File: src/rtl/html_pkg.sv
// Shared definitions for the HTML tokenizer: character codes, token/tag/attr ids
// and the first-letter/length signatures used to recognise names.
package html_pkg;

    localparam int CHAR_BITS = 8;

    typedef enum logic [2:0] {
        TOK_NONE      = 3'd0,
        TOK_TAG_OPEN  = 3'd1,
        TOK_TAG_CLOSE = 3'd2,
        TOK_ATTR      = 3'd3,
        TOK_TEXT      = 3'd4,
        TOK_END       = 3'd5,
        TOK_ERROR     = 3'd6
    } token_type_t;

    typedef enum logic [1:0] {
        TAG_UNKNOWN = 2'd0,
        TAG_BODY    = 2'd1,
        TAG_P       = 2'd2
    } tag_id_t;

    typedef enum logic [1:0] {
        ATTR_UNKNOWN    = 2'd0,
        ATTR_BACKGROUND = 2'd1,
        ATTR_COLOR      = 2'd2,
        ATTR_SIZE       = 2'd3
    } attr_id_t;

    localparam logic [CHAR_BITS-1:0] CH_LT    = 8'h3C;
    localparam logic [CHAR_BITS-1:0] CH_GT    = 8'h3E;
    localparam logic [CHAR_BITS-1:0] CH_SLASH = 8'h2F;
    localparam logic [CHAR_BITS-1:0] CH_EQ    = 8'h3D;
    localparam logic [CHAR_BITS-1:0] CH_SPACE = 8'h20;
    localparam logic [CHAR_BITS-1:0] CH_NUL   = 8'h00;

    // Names are recognised only by first letter and (saturated) length.
    localparam logic [CHAR_BITS-1:0] TAG_BODY_CH  = "b";
    localparam int                   TAG_BODY_LEN = 4;
    localparam logic [CHAR_BITS-1:0] TAG_P_CH     = "p";
    localparam int                   TAG_P_LEN    = 1;

    localparam logic [CHAR_BITS-1:0] ATTR_BACKGROUND_CH  = "b";
    localparam int                   ATTR_BACKGROUND_LEN = 10;
    localparam logic [CHAR_BITS-1:0] ATTR_COLOR_CH       = "c";
    localparam int                   ATTR_COLOR_LEN      = 5;
    localparam logic [CHAR_BITS-1:0] ATTR_SIZE_CH        = "s";
    localparam int                   ATTR_SIZE_LEN       = 4;

    function automatic logic is_letter(input logic [CHAR_BITS-1:0] c);
        return (c >= "a" && c <= "z") || (c >= "A" && c <= "Z");
    endfunction

    function automatic logic is_digit(input logic [CHAR_BITS-1:0] c);
        return (c >= "0" && c <= "9");
    endfunction

endpackage

File: src/rtl/char_skid.sv
// One-deep character skid buffer: passes chars straight through and holds one
// char when the consumer is not ready, draining it before any new input.
module char_skid
    import html_pkg::*;
(
    input  logic                 clock,
    input  logic                 reset,
    input  logic                 in_valid,
    input  logic [CHAR_BITS-1:0] in_data,
    output logic                 out_valid,
    output logic [CHAR_BITS-1:0] out_data,
    input  logic                 out_ready,
    output logic                 full
);

    logic [CHAR_BITS-1:0] held;

    assign out_valid = full | in_valid;
    assign out_data  = full ? held : in_data;

    always_ff @(posedge clock) begin
        if (reset) begin
            full <= 1'b0;
        end else if (!full) begin
            full <= in_valid & ~out_ready;
        end else if (out_ready) begin
            full <= in_valid;
        end
    end

    // Held char is only meaningful while full, so it carries no reset.
    always_ff @(posedge clock) begin
        if (in_valid && (full ? out_ready : !out_ready)) begin
            held <= in_data;
        end
    end

endmodule

File: src/rtl/html_tokenizer.sv
// Character-stream to token converter between the reader and the layout stage.
// Optional build macro HTML_TOKENIZER_CASEFOLD_EN folds A-Z in tag/attr names.
module html_tokenizer
    import html_pkg::*;
#(
    parameter int NAME_LEN_BITS = 4
)
(
    input  logic                 clock,
    input  logic                 reset,
    input  logic                 state_enable,
    input  logic [CHAR_BITS-1:0] char,
    input  logic                 reader_finished,
    output logic                 pause,
    output logic                 token_valid,
    input  logic                 token_ready,
    output logic [2:0]           token_type,
    output logic [1:0]           token_tag,
    output logic [1:0]           token_attr,
    output logic [7:0]           token_value,
    output logic                 has_finished
);

    localparam logic [2:0] S_TEXT       = 3'd0;
    localparam logic [2:0] S_TAG_START  = 3'd1;
    localparam logic [2:0] S_TAG_NAME   = 3'd2;
    localparam logic [2:0] S_CLOSE_NAME = 3'd3;
    localparam logic [2:0] S_ATTR_WAIT  = 3'd4;
    localparam logic [2:0] S_ATTR_NAME  = 3'd5;
    localparam logic [2:0] S_ATTR_VALUE = 3'd6;
    localparam logic [2:0] S_DONE       = 3'd7;

    logic                     clear;
    logic                     in_valid;
    logic                     sk_valid;
    logic [CHAR_BITS-1:0]     sk_data;
    logic                     skid_full;
    logic                     take;
    logic                     out_free;

    logic [2:0]               state_q, state_d;
    logic                     pend_end_q, pend_d;
    logic [CHAR_BITS-1:0]     name_first, first_d;
    logic [NAME_LEN_BITS-1:0] name_len, len_d;
    logic [7:0]               attr_value, value_d;

    logic                     gen, blocked, err;
    token_type_t              g_type;
    tag_id_t                  g_tag;
    attr_id_t                 g_attr;
    logic [7:0]               g_value;
    logic [CHAR_BITS-1:0]     lc;

    function automatic logic [CHAR_BITS-1:0] fold_case(input logic [CHAR_BITS-1:0] c);
`ifdef HTML_TOKENIZER_CASEFOLD_EN
        if (c >= "A" && c <= "Z") return c | 8'h20;
`endif
        return c;
    endfunction

    function automatic logic [NAME_LEN_BITS-1:0] len_sat_inc(input logic [NAME_LEN_BITS-1:0] n);
        return (n == '1) ? n : n + 1'b1;
    endfunction

    function automatic logic [7:0] value_sat_mac(input logic [7:0] v, input logic [CHAR_BITS-1:0] c);
        logic [11:0] acc;
        acc = 12'(v) * 12'd10 + 12'(c - 8'h30);
        return (acc > 12'd255) ? 8'd255 : acc[7:0];
    endfunction

    function automatic tag_id_t tag_lookup(input logic [CHAR_BITS-1:0] f, input logic [NAME_LEN_BITS-1:0] n);
        if (f == TAG_BODY_CH && 32'(n) == TAG_BODY_LEN) return TAG_BODY;
        if (f == TAG_P_CH && 32'(n) == TAG_P_LEN) return TAG_P;
        return TAG_UNKNOWN;
    endfunction

    function automatic attr_id_t attr_lookup(input logic [CHAR_BITS-1:0] f, input logic [NAME_LEN_BITS-1:0] n);
        if (f == ATTR_BACKGROUND_CH && 32'(n) == ATTR_BACKGROUND_LEN) return ATTR_BACKGROUND;
        if (f == ATTR_COLOR_CH && 32'(n) == ATTR_COLOR_LEN) return ATTR_COLOR;
        if (f == ATTR_SIZE_CH && 32'(n) == ATTR_SIZE_LEN) return ATTR_SIZE;
        return ATTR_UNKNOWN;
    endfunction

    assign clear    = reset | ~state_enable;
    assign out_free = ~token_valid | token_ready;
    assign pause    = (token_valid & ~token_ready) | skid_full | (state_q == S_DONE);

    char_skid u_skid (
        .clock     (clock),
        .reset     (clear),
        .in_valid  (in_valid),
        .in_data   (char),
        .out_valid (sk_valid),
        .out_data  (sk_data),
        .out_ready (take),
        .full      (skid_full)
    );

    always_comb begin
        state_d = state_q;
        pend_d  = pend_end_q;
        first_d = name_first;
        len_d   = name_len;
        value_d = attr_value;
        gen     = 1'b0;
        err     = 1'b0;
        g_type  = TOK_NONE;
        g_tag   = TAG_UNKNOWN;
        g_attr  = ATTR_UNKNOWN;
        g_value = 8'd0;
        lc      = fold_case(sk_data);

        if (state_q == S_DONE) begin
            if (pend_end_q) begin
                gen    = 1'b1;
                g_type = TOK_END;
                pend_d = 1'b0;
            end
        end else if (sk_valid) begin
            if (sk_data == CH_NUL) begin
                // NUL outside plain text is a truncated construct: ERROR now, END queued.
                gen     = 1'b1;
                state_d = S_DONE;
                if (state_q == S_TEXT) begin
                    g_type = TOK_END;
                end else begin
                    g_type = TOK_ERROR;
                    pend_d = 1'b1;
                end
            end else begin
                case (state_q)
                    S_TEXT: begin
                        if (sk_data == CH_LT) begin
                            state_d = S_TAG_START;
                        end else begin
                            gen     = 1'b1;
                            g_type  = TOK_TEXT;
                            g_value = sk_data;
                        end
                    end
                    S_TAG_START: begin
                        if (sk_data == CH_SLASH) begin
                            state_d = S_CLOSE_NAME;
                            first_d = '0;
                            len_d   = '0;
                        end else if (is_letter(sk_data)) begin
                            state_d = S_TAG_NAME;
                            first_d = lc;
                            len_d   = NAME_LEN_BITS'(1);
                        end else begin
                            err = 1'b1;
                        end
                    end
                    S_TAG_NAME, S_CLOSE_NAME: begin
                        if (is_letter(sk_data)) begin
                            if (name_len == '0) first_d = lc;
                            len_d = len_sat_inc(name_len);
                        end else if (sk_data == CH_GT ||
                                     (sk_data == CH_SPACE && state_q == S_TAG_NAME)) begin
                            gen     = 1'b1;
                            g_type  = (state_q == S_TAG_NAME) ? TOK_TAG_OPEN : TOK_TAG_CLOSE;
                            g_tag   = tag_lookup(name_first, name_len);
                            state_d = (sk_data == CH_SPACE) ? S_ATTR_WAIT : S_TEXT;
                        end else begin
                            err = 1'b1;
                        end
                    end
                    S_ATTR_WAIT: begin
                        if (is_letter(sk_data)) begin
                            state_d = S_ATTR_NAME;
                            first_d = lc;
                            len_d   = NAME_LEN_BITS'(1);
                        end else if (sk_data == CH_GT) begin
                            state_d = S_TEXT;
                        end else if (sk_data != CH_SPACE) begin
                            err = 1'b1;
                        end
                    end
                    S_ATTR_NAME: begin
                        if (is_letter(sk_data)) begin
                            len_d = len_sat_inc(name_len);
                        end else if (sk_data == CH_EQ) begin
                            state_d = S_ATTR_VALUE;
                            value_d = 8'd0;
                        end else begin
                            err = 1'b1;
                        end
                    end
                    S_ATTR_VALUE: begin
                        if (is_digit(sk_data)) begin
                            value_d = value_sat_mac(attr_value, sk_data);
                        end else if (sk_data == CH_SPACE || sk_data == CH_GT) begin
                            gen     = 1'b1;
                            g_type  = TOK_ATTR;
                            g_attr  = attr_lookup(name_first, name_len);
                            g_value = attr_value;
                            state_d = (sk_data == CH_SPACE) ? S_ATTR_WAIT : S_TEXT;
                        end else begin
                            err = 1'b1;
                        end
                    end
                    default: err = 1'b1;
                endcase
                if (err) begin
                    gen     = 1'b1;
                    g_type  = TOK_ERROR;
                    state_d = S_TEXT;
                end
            end
        end else if (reader_finished) begin
            gen     = 1'b1;
            g_type  = TOK_END;
            state_d = S_DONE;
        end

        // A char that would produce a token waits while the output slot is occupied.
        blocked = gen & ~out_free;
        if (blocked) begin
            state_d = state_q;
            pend_d  = pend_end_q;
            first_d = name_first;
            len_d   = name_len;
            value_d = attr_value;
            gen     = 1'b0;
        end
        take = (state_q == S_DONE) | (sk_valid & ~blocked);
    end

    always_ff @(posedge clock) begin
        if (clear) begin
            in_valid     <= 1'b0;
            state_q      <= S_TEXT;
            pend_end_q   <= 1'b0;
            token_valid  <= 1'b0;
            token_type   <= 3'd0;
            token_tag    <= 2'd0;
            token_attr   <= 2'd0;
            token_value  <= 8'd0;
            has_finished <= 1'b0;
        end else begin
            in_valid   <= ~pause & ~reader_finished;
            state_q    <= state_d;
            pend_end_q <= pend_d;
            if (gen) begin
                token_valid <= 1'b1;
                token_type  <= g_type;
                token_tag   <= g_tag;
                token_attr  <= g_attr;
                token_value <= g_value;
            end else if (token_ready) begin
                token_valid <= 1'b0;
            end
            if (token_valid && token_ready && token_type == TOK_END) begin
                has_finished <= 1'b1;
            end
        end
    end

    // Name and value accumulators are re-seeded before use, so they carry no reset.
    always_ff @(posedge clock) begin
        name_first <= first_d;
        name_len   <= len_d;
        attr_value <= value_d;
    end

endmodule

File: config.mk
export PLATFORM = sky130hd
export DESIGN_NAME = html_tokenizer
export DESIGN_NICKNAME = d
export VERILOG_FILES = /design/src/rtl/html_pkg.sv /design/src/rtl/char_skid.sv /design/src/rtl/html_tokenizer.sv
export SDC_FILE = /design/constraint.sdc
export NUM_CORES = 1
export LEC_CHECK = 0
export CAP_MARGIN = 5
export CORE_MARGIN = 2
export CORE_UTILIZATION = 60
export CTS_BUF_LIST = sky130_fd_sc_hd__clkbuf_4 sky130_fd_sc_hd__clkbuf_8
export CTS_CLUSTER_DIAMETER = 60
export DETAILED_ROUTE_END_ITERATION = 8
export PLACE_DENSITY = 0.82
export SYNTH_ARGS = -nofsm -noshare
export SYNTH_HDL_FRONTEND = slang
export SYNTH_SLANG_ARGS = --single-unit
File: constraint.sdc
create_clock -name clock -period 10.2 [get_ports clock]
set_input_delay 1.02 -clock clock [delete_from_list [all_inputs] [get_ports clock]]
set_output_delay 1.02 -clock clock [all_outputs]
set_load 0.02 [all_outputs]
==> impl_metrics.sql <==
INSERT INTO impl_metrics (metric_group, metric, value, unit) VALUES
('setup_path', 'critical_path_required', '10240', 'ps'),
('grt', 'grtUsageTotal', '27.0', '%'),
('synth', 'netlist_area', '0.00410', 'mm2'),
('layout', 'post-route-cell-area', '0.00451', 'mm2'),
('synth', 'synth.avg_cell_area', '9.00', 'um2'),
('setup_path', 'timing.critical_path.to_type', 'register', ''),
('clocking', 'htree_levels', '2', ''),
('timing', 'setup_slack', '5650', 'ps'),
('setup_path', 'cp_max_fo', '8', ''),
('synth', 'count_of_flip_flops_with_a_built_in_enable_after_synthesis', '28', ''),
('die', 'die-area', '0.00752', 'mm2'),
('timing', 'final.period_utilization', '44.6', '%'),
('detailed_routing', 'drc', '0', ''),
('place', 'post-place-ws', '5350', 'ps'),
('synth', 'synth_largest_type_area_fraction', '20.5', '%'),
('detailed_routing', 'drtAntennaViolNets', '0', ''),
('clocking', 'post_cts_sizing_count', '0', ''),
('place', 'detailedPlacementHpwl', '7.70', 'mm'),
('die', 'placeableCoreArea', '0.00672', 'mm2'),
('detailed_routing', 'drtPass1Iterations', '5', ''),
('grt', 'grt_pass1_vias', '3270', ''),
('timing', 'finalHoldViolCount', '0', ''),
('grt', 'grt_antenna_before_repair', '0', ''),
('detailed_routing', 'detail_route.vias_per_cell', '6.42', ''),
('die', 'dieHeight', '86.7', 'um'),
('layout', 'antenna-diode-count', '0', ''),
('timing', 'achievable-frequency', '220', 'MHz'),
('synth', 'synthesis.yosys.warnings', '0', ''),
('pwr', 'ir_worst_vdd', '58.7', 'uV'),
('run_status', 'status', 'completed', ''),
('clocking', 'clock_tree_from_tritoncts', 'built', ''),
('synth', 'post_synth_inst_count', '456', ''),
('grt', 'pin_count_of_the_biggest_net_entering_global_routing', '38', ''),
('timing', 'final_period_minus_worst_setup_slack', '4550', 'ps'),
('grt', 'grt-ovfl-total', '0', ''),
('synth', 'ff_latch_count_synth', '51', ''),
('setup_path', 'worstPathCellList', 'clkdlybuf4s50_1 -> nor2b_1 -> a21oi_1 -> inv_1 -> ha_1 -> inv_1 -> xnor2_1 -> ha_1 -> a2111oi_0 -> o31ai_1 -> xor2_1 -> nor4_4 -> a21oi_1', ''),
('synth', 'synth_ff_type', 'edfxtp_1', ''),
('place', 'finalWeightedCongestion', '0.953', ''),
('grt', 'use_met1', '35.0', '%'),
('synth', 'netlist-cell-type-count', '78', ''),
('die', 'num_io_pins', '31', ''),
('die', 'initial_core_util', '61.1', '%'),
('clocking', 'cts_hold_repair.buffers', '0', ''),
('timing', 'worst_slew_margin_rel', '35.3', '%'),
('layout', 'share_of_the_core_filled_with_cells_in_the_final_layout', '67.1', '%'),
('layout', 'num-fill-cells', '554', ''),
('detailed_routing', 'avgRoutedWirePerCell', '17.5', 'um'),
('place', 'postPlaceCellArea', '0.00442', 'mm2'),
('setup_path', 'setup.worst_path.start_class', 'input port', ''),
('layout', 'drive_above_1_share', '7.71', '%'),
('synth', 'cell_taking_the_most_area_after_synthesis', 'edfxtp_1', ''),
('place', 'number_of_buffer_cells_added_on_primary_ports', '30', ''),
('synth', 'ys_async_sr_fraction', '0', '%'),
('detailed_routing', 'route.final.wire_length', '9.81', 'mm'),
('timing', 'maxSlewViolCount', '0', ''),
('synth', 'number_of_nets_in_the_synthesized_netlist', '502', ''),
('timing', 'fin_worst_skew', '11.3', 'ps'),
('detailed_routing', 'vias', '3595', ''),
('job', 'cap_viol_max_count', '0', ''),
('clocking', 'cts_buffer_depth', '2', ''),
('synth', 'synth_top_cells_by_area', 'edfxtp_1, dfxtp_1, ha_1, nand2_1, mux2i_1', ''),
('clocking', 'clkSinkCount', '51', ''),
('setup_path', 'worstSetupPathType', 'input port to register', ''),
('clocking', 'cts.clk_slew.worst_paths', '90', 'ps'),
('timing', 'report.final.setup_viol', '0', ''),
('timing', 'holdWs', '462', 'ps'),
('grt', 'grt_use_met2', '45.5', '%'),
('timing', 'rsz0062_at_grt', 'false', ''),
('timing', 'worst_slew_pin_slew', '969', 'ps'),
('clocking', 'cts_setup_buffers', '0', '');
worst paths after layout:
check | start | endpoint | slack, ps | depth (start not counted)
min reg2reg | token_attr[0]$_SDFFE_PP0P_ | token_attr[0]$_SDFFE_PP0P_ | 460 | 2
min | token_attr[0]$_SDFFE_PP0P_ | token_attr[0]$_SDFFE_PP0P_ | 460 | 2
max | char[4] | attr_value[7]$_SDFFCE_PN0P_ | 5650 | 13
max reg2reg | u_skid.full$_SDFF_PP0_ | attr_value[7]$_SDFFCE_PN0P_ | 6140 | 13
Yosys cell counts (4+ instances only):
library cell	count
mux2i_1	19
nor2_1	30
a22o_1	8
nand2b_1	7
or3_1	5
a21oi_1	35
inv_1	23
edfxtp_1	28
o22ai_1	5
a31oi_1	4
ha_1	31
xor2_1	7
clkbuf_1	9
nand4b_1	5
nor3_1	15
a21o_1	5
nand3_1	9
o21ai_0	25
mux2_2	6
xnor2_1	8
dfxtp_1	23
nand2_1	56
o31ai_1	4
nor2b_1	6
state kept, by name, indices dropped and copies added, names as in the netlist:
register	count
in_valid	1
state_q	3
u_skid.held	8
name_first	8
token_type	3
name_len	4
attr_value	8
token_attr	2
token_tag	2
token_value	8
has_finished	1
token_valid	1
u_skid.full	1
pend_end_q	1
cell usage in the layout, fill, tap and decap left out, types with 3 or more instances in the layout:
cell type        count
nand2_1             56
a21oi_1             35
ha_1                31
nor2_1              30
clkdlybuf4s50_1     30
edfxtp_1            28
o21ai_0             25
inv_1               23
dfxtp_1             23
mux2i_1             19
nor3_1              15
nand3_1              9
xnor2_1              8
a22o_1               8
xor2_1               7
nand2b_1             7
mux2_2               6
nor2b_1              6
a21o_1               5
o22ai_1              5
or3_1                5
nand4b_1             5
clkbuf_8             5
o31ai_1              4
a31oi_1              4
o21bai_1             3
nor3b_1              3
and3_1               3
and2_1               3
nor4_1               3
a211oi_1             3
per-layer routing:
metal / up-vias / share of wire [%] / routed length (um)
met5: - / 0 / 0
met4: 0 / 2.7 / 267
met3: 31 / 6.5 / 638
met2: 165 / 47 / 4610
met1: 1651 / 44 / 4290
li1: 1748 / - / -
power breakdown:
group,internal (mW),switching (mW),leakage (nW)
combinational,0.0374,0.0544,1.22
sequential,0.219,0.00504,0.447
clock,0.0509,0.0659,0.0489
through the flow:
step / total power, mW / cells
after detailed placement: 0.319 / 552
after global placement: 0.317 / 552
after global routing: 0.449 / 560
after floorplan: 0.295 / 456
final: 0.433 / 560
after CTS: 0.433 / 560
kinds of logic (layout without fill, tap and decap cells):
logic type | Yosys count | in the layout | synth area share (%)
AOI/OAI and AO/OA | 124 | 124 | 21.4
xor gates and xnor gates | 15 | 15 | 3.20
adders and majority gates | 33 | 33 | 10.4
buffers and inverters | 38 | 62 | 4.33
DFF | 51 | 51 | 31.7
muxes | 25 | 25 | 6.28
and+or+nand+nor | 170 | 170 | 22.7
final cells by class:
class / count / area, um2 / share of cell area [%]
Clock buffer: 6 / 76.3 / 1.69
Clock inverter: 2 / 11.3 / 0.250
Inverter: 23 / 86.3 / 1.92
Multi-Input combinational cell: 367 / 2630 / 58.2
Sequential cell: 51 / 1300 / 28.9
Tap cell: 80 / 100 / 2.22
Timing Repair Buffer: 31 / 308 / 6.83
critical path, delay by kind of cell:
kind                       cells  cell delay [ps]
AOI/OAI and AO/OA              4             1250
xor gates and xnor gates       2              340
and+or+nand+nor                2              650
buffers and inverters          3              730
adders and majority gates      2              600
No activity file was read; power rests on OpenSTA's default activity.
==> RTL edit 1: new RTL, config.mk and constraints unchanged <==
`ATTR_BACKGROUND_LEN`: 10 -> 5.
--- a/src/rtl/html_pkg.sv
+++ b/src/rtl/html_pkg.sv
@@ -43,3 +43,3 @@
     localparam logic [CHAR_BITS-1:0] ATTR_BACKGROUND_CH  = "b";
-    localparam int                   ATTR_BACKGROUND_LEN = 10;
+    localparam int                   ATTR_BACKGROUND_LEN = 5;
     localparam logic [CHAR_BITS-1:0] ATTR_COLOR_CH       = "c";
Behaviour: no difference found for any inputs over 4 cycles, from zero or initial values; that may be too few to reach the edited logic, so the function may still have changed.
==> RTL edit 1 against the unedited design <==
  * Cell count is 2.3% lower
  * Routed wire length is 2.4% lower
  * Highest routed layer unchanged
  * Worst hold slack got worse by 7.7 ps
  * Final area decreased by 4.0%
  * Fmax decreased by 4.5%
  * Worst setup slack got worse by 210 ps
  * Clock power is 27% higher
  * Synthesized area shrank 5.1%
  * Sequential share of layout area rose by 1.2 points
  * Power increased by 5.5%
  * Sequential cell count did not move
  * Synthesized cell count is 2.0% lower
==> RTL edit 1: results (changes against the unedited design) <==
- The path depth of the worst reg2reg path is 13 (unchanged).
- The global-route usage over all layers is 27.78% (+0.81 points).
- The count of max-cap constraint violations is 0 (unchanged).
- The buffer depth of the longest clock path was 2 (unchanged).
- The worst-path cell with the longest stage delay is mux2i_1.
- The worst-case vdd ir drop is 0.00007392 V (+26%).
- Ranked by total cell area, the synthesized netlist is headed by edfxtp_1, dfxtp_1, ha_1.
- The sum of routed wire segments on met1 is 4085 µm (-4.8%).
- The pin count of the biggest net entering global routing is 29 (-24%).
- After synthesis, the most frequently instantiated cells are nand2_1, a21oi_1, o21ai_0, ha_1, nor2_1.
- The worst setup timing slack at the placement stage was 4965 ps (-384.0 ps).
- The clock buffer count from CTS is 5 (unchanged).
- On the critical path the largest part of the delay comes from compound AO/OA/AOI/OAI gates.
- The initial DRC count is 248 (-51%).
- The count of nets after finishing is 514 (-2.1%).
- Signal routing reaches up to met4.
- The maximum level of the CTS H-tree is 2 (unchanged).
- The relative max-transition margin is 34.87% (-0.39 points).
- The share of layout cells above drive strength 1 is 5.106% (-2.6 points).
- The share of flip-flops with an asynchronous set or reset came to 0% (unchanged).
- The clock edge transition at the registers on the reported setup and hold paths is 100 ps.
- The number of distinct library cells after synthesis came to 67 (-14%).
- The largest stage delay on the critical path is 590 ps (+70 ps).
- The arrival time reported for the critical path endpoint is 4810 ps (+220 ps).
- The iteration count of the initial detailed-routing pass was 5 (unchanged).
- The routed length on met2 came to 4489 µm (-2.6%).
- The average wire per cell in the routed design is 17.50 µm (about the same).
- The register area share after synthesis is 33.42% (+1.7 points).
- The mean area per synthesized cell was 8.711 µm² (-3.2%).
- The post-CTS setup-driven buffer insertion count is 0 (unchanged).
- The count of cells resized by post-cts repair is 0 (unchanged).
- The routability congestion estimate from global placement is 0.9467 (-0.62%).
- The cell count after placement came to 538 (-2.5%).
- The worst clock skew was 13.39 ps (+2.067 ps).
- The post-synthesis net count came to 492 (-2.0%).
- The number of warnings issued by yosys was 0 (unchanged).
- The clock reaches the later pin of the worst-skew pair after approximately 320 ps.
- The leakage power summed over all cells came to 0.001645 µW (-3.9%).
- In this run the clock root is driven by a clkbuf_8.
- The most used flip-flop cell after synthesis is edfxtp_1.
- In this run the worst hold path is classified as flip-flop to flip-flop.
- The dominant cell by count in the synthesized netlist is nand2_1.
- The first-pass GRT wire length is 16080 µm (+0.17%).
- The via count of the first global-routing pass came to 3351 (+2.5%).
- The largest fanout of any net on the critical path was 8 (unchanged).
- The via-per-instance ratio came to 6.499 (+1.2%).
- The count of buffers inserted at the top-level ports is 30 (unchanged).
- The number of synthesized flops with an enable pin is 28 (unchanged).
- The number of stages on the worst hold path is 2 (unchanged).
- The instance area at placement came to 0.004207 mm² (-4.8%).
- The wire length after detailed routing came to 9570 µm (-2.4%).
- The number of diodes is 0 (unchanged).
- The run finished with clean final reports.
- The initial antenna violation count came to 0 (unchanged).
- The total half-perimeter wirelength after legalization and detailed placement is 7294 µm (-5.2%).
- The wire length on met3 came to 748 µm (+17%).
==> RTL edit 1: changes by cell type after synthesis, sizes merged, moves of 5 or more <==
| cell | change |
|---|---|
| nand2 | -10 |
| o21ai | +14 |
| o22ai | -7 |
| nand3 | +8 |
| nor3b | -5 |
| mux2i | -6 |
| nor3 | -9 |
==> RTL edit 1: area by class of cell <==
| type | count | area, µm² |
|---|---|---|
| multi-input cells | 353 | 2404 |
| fillers | 518 | 1984 |
| flip-flops and latches | 51 | 1301 |
| repair buffers | 32 | 312.8 |
| inverters | 26 | 97.59 |
| well taps | 77 | 96.34 |
| clock buffers | 6 | 82.58 |
| clock inverters | 2 | 35.03 |
==> RTL edit 1: routing by layer <==
layer  up-vias  track usage, %
li1       1687               -
met1      1671           37.74
met2       170           46.67
met3        27           3.245
met4         0           8.514
met5         -               0
==> RTL edit 1: worst paths after layout <==
kind                                startpoint              to  slack, ps
worst max-delay path                   char[1]   attr_value[0]       5430
worst min-delay path            token_value[0]  token_value[0]        450
worst max register to register     u_skid.full   attr_value[0]       5490
worst min register to register  token_value[0]  token_value[0]        450
==> RTL edit 1: cells by family after synthesis <==
family                     after synthesis  synth area share (%)
and+or+nand+nor                        158                 20.79
AOI/OAI and AO/OA                      130                 22.20
DFF                                     51                 33.42
buffers and inverters                   43                 4.852
adders and majority gates               33                 10.93
xor gates and xnor gates                16                 3.599
muxes                                   16                 4.209
==> RTL edit 1: power breakdown <==
group / total, µW / switching [µW] / internal, µW / leakage, µW
clock: 149 / 69.2 / 79.5 / 0.0000612
combinational: 82.4 / 49.4 / 33.0 / 0.00114
sequential: 226 / 6.01 / 220 / 0.000447
==> RTL edit 2: new RTL, config.mk and constraints unchanged <==
Made on the original files. Add a define of `HTML_TOKENIZER_CASEFOLD_EN`.
--- a/src/rtl/html_tokenizer.sv
+++ b/src/rtl/html_tokenizer.sv
@@ -2,2 +2,4 @@
 // Optional build macro HTML_TOKENIZER_CASEFOLD_EN folds A-Z in tag/attr names.
+`define HTML_TOKENIZER_CASEFOLD_EN
+
 module html_tokenizer
Behaviour: not the same (a bounded check fails within 10 cycles, from zero or initial values).
==> RTL edit 2 against the unedited design <==
  * Final area decreased by 3.6%
  * Critical path type unchanged
  * Power increased by 5.1%
  * Sequential cell count unchanged
  * Synthesized area decreased by 5.0%
  * Via count increased by 2.5%
  * Cell count decreased by 1.3%
  * Routed wire length increased by 2.3%
  * Worst setup slack got worse by 660 ps
==> RTL edit 2: results (changes against the unedited design) <==
- The instance area at placement is 0.004235 mm² (-4.2%).
- The iteration count of the initial detailed-routing pass is 6 (+1).
- The share of layout cells above drive strength 1 was 3.782% (-3.9 points).
- The area used by multi-input combinational logic is 0.002436 mm² (-7.2%).
- The most critical setup path has its endpoint at name_first[4].
- The count of nets after finishing is 521 (-0.76%).
- The largest fanout of any net on the critical path is 12 (+4).
- The inverter count was 25 (+8.7%).
- The number of distinct library cells after synthesis is 62 (-21%).
- The clock network area share was 2.590% (+0.65 points).
- The worst setup timing slack at the placement stage is 4750 ps (-599.2 ps).
- The flow ran to the end, and the final reports show no timing, DRC or antenna violations.
- The multi-input combinational cell count is 361 (-1.6%).
- The time the worst path needs with I/O delays and setup is 5217 ps (+664.8 ps).
- The wire length on met3 was 773 µm (+21%).
- The initial DRC count was 335 (-33%).
- The wire length after detailed routing is 10030 µm (+2.3%).
- The global-route met3 utilization came to 6.195% (+1.4 points).
- The worst-case register-to-register setup slack is 5190 ps (-950 ps).
- The via-per-instance ratio is 6.662 (+3.8%).
- The number of filler instances in the final layout is 521 (-6.0%).
- The arrival time reported for the critical path endpoint is 5150 ps (+560 ps).
- The met2 usage is 47.46% (+1.9 points).
- The sequential cell count came to 51 (unchanged).
- The largest individual stage delay along the critical path comes from the cell a211oi_1.
- The number of clock-tree buffers in the layout is 5 (-1).
- The area share of buffers outside the clock network was 7.079% (+0.25 points).
- The post-synthesis cell count came to 451 (-1.1%).
- The largest stage delay on the critical path is 970 ps (+450 ps).
- The average wire per cell in the routed design is 18.14 µm (+3.6%).
- The sum of routed wire segments on met1 is 4261 µm (-0.65%).
- The routed length on met2 came to 4745 µm (+2.9%).
- The global-route usage over all layers is 28.38% (+1.4 points).
- The total half-perimeter wirelength after legalization and detailed placement is 7739 µm (+0.56%).
- The first-pass GRT wire length was 16460 µm (+2.5%).
- The pin count of the biggest net entering global routing is 25 (-34%).
- The path depth of the worst reg2reg path is 12 (-1).
- The cell count after placement is 545 (-1.3%).
- The growth of design area from synthesis to finish is 11.52%.
RTL edit 2: how the worst min path moves through the flow:
stage,startpoint,endpoint,slack (ps),cells past startpoint
global placement,token_tag[0],token_tag[0],440,2
CTS,token_attr[0],token_attr[0],460,2
floorplan,in_valid,u_skid.full,480,2
finish,token_attr[0],token_attr[0],460,2
detailed placement,token_attr[0],token_attr[0],450,2
global route,token_attr[0],token_attr[0],490,2
RTL edit 2: cell families (layout without fill, tap and decap cells):
kind of cell / after synthesis / in the layout / share of synthesized area, %
flip-flops: 51 / 51 / 33.38
multiplexers: 14 / 14 / 3.691
adder cells (fa/ha/maj): 33 / 33 / 10.98
AND/OR/NAND/NOR: 153 / 153 / 19.64
AO/OA/AOI/OAI: 142 / 142 / 23.91
buffers and inverters: 39 / 64 / 4.140
XOR/XNOR: 19 / 19 / 4.268
RTL edit 2: where the power goes:
part           internal (µW)  switching (µW)
combinational           32.4            53.8
sequential               220            4.73
clock                   73.2            71.4
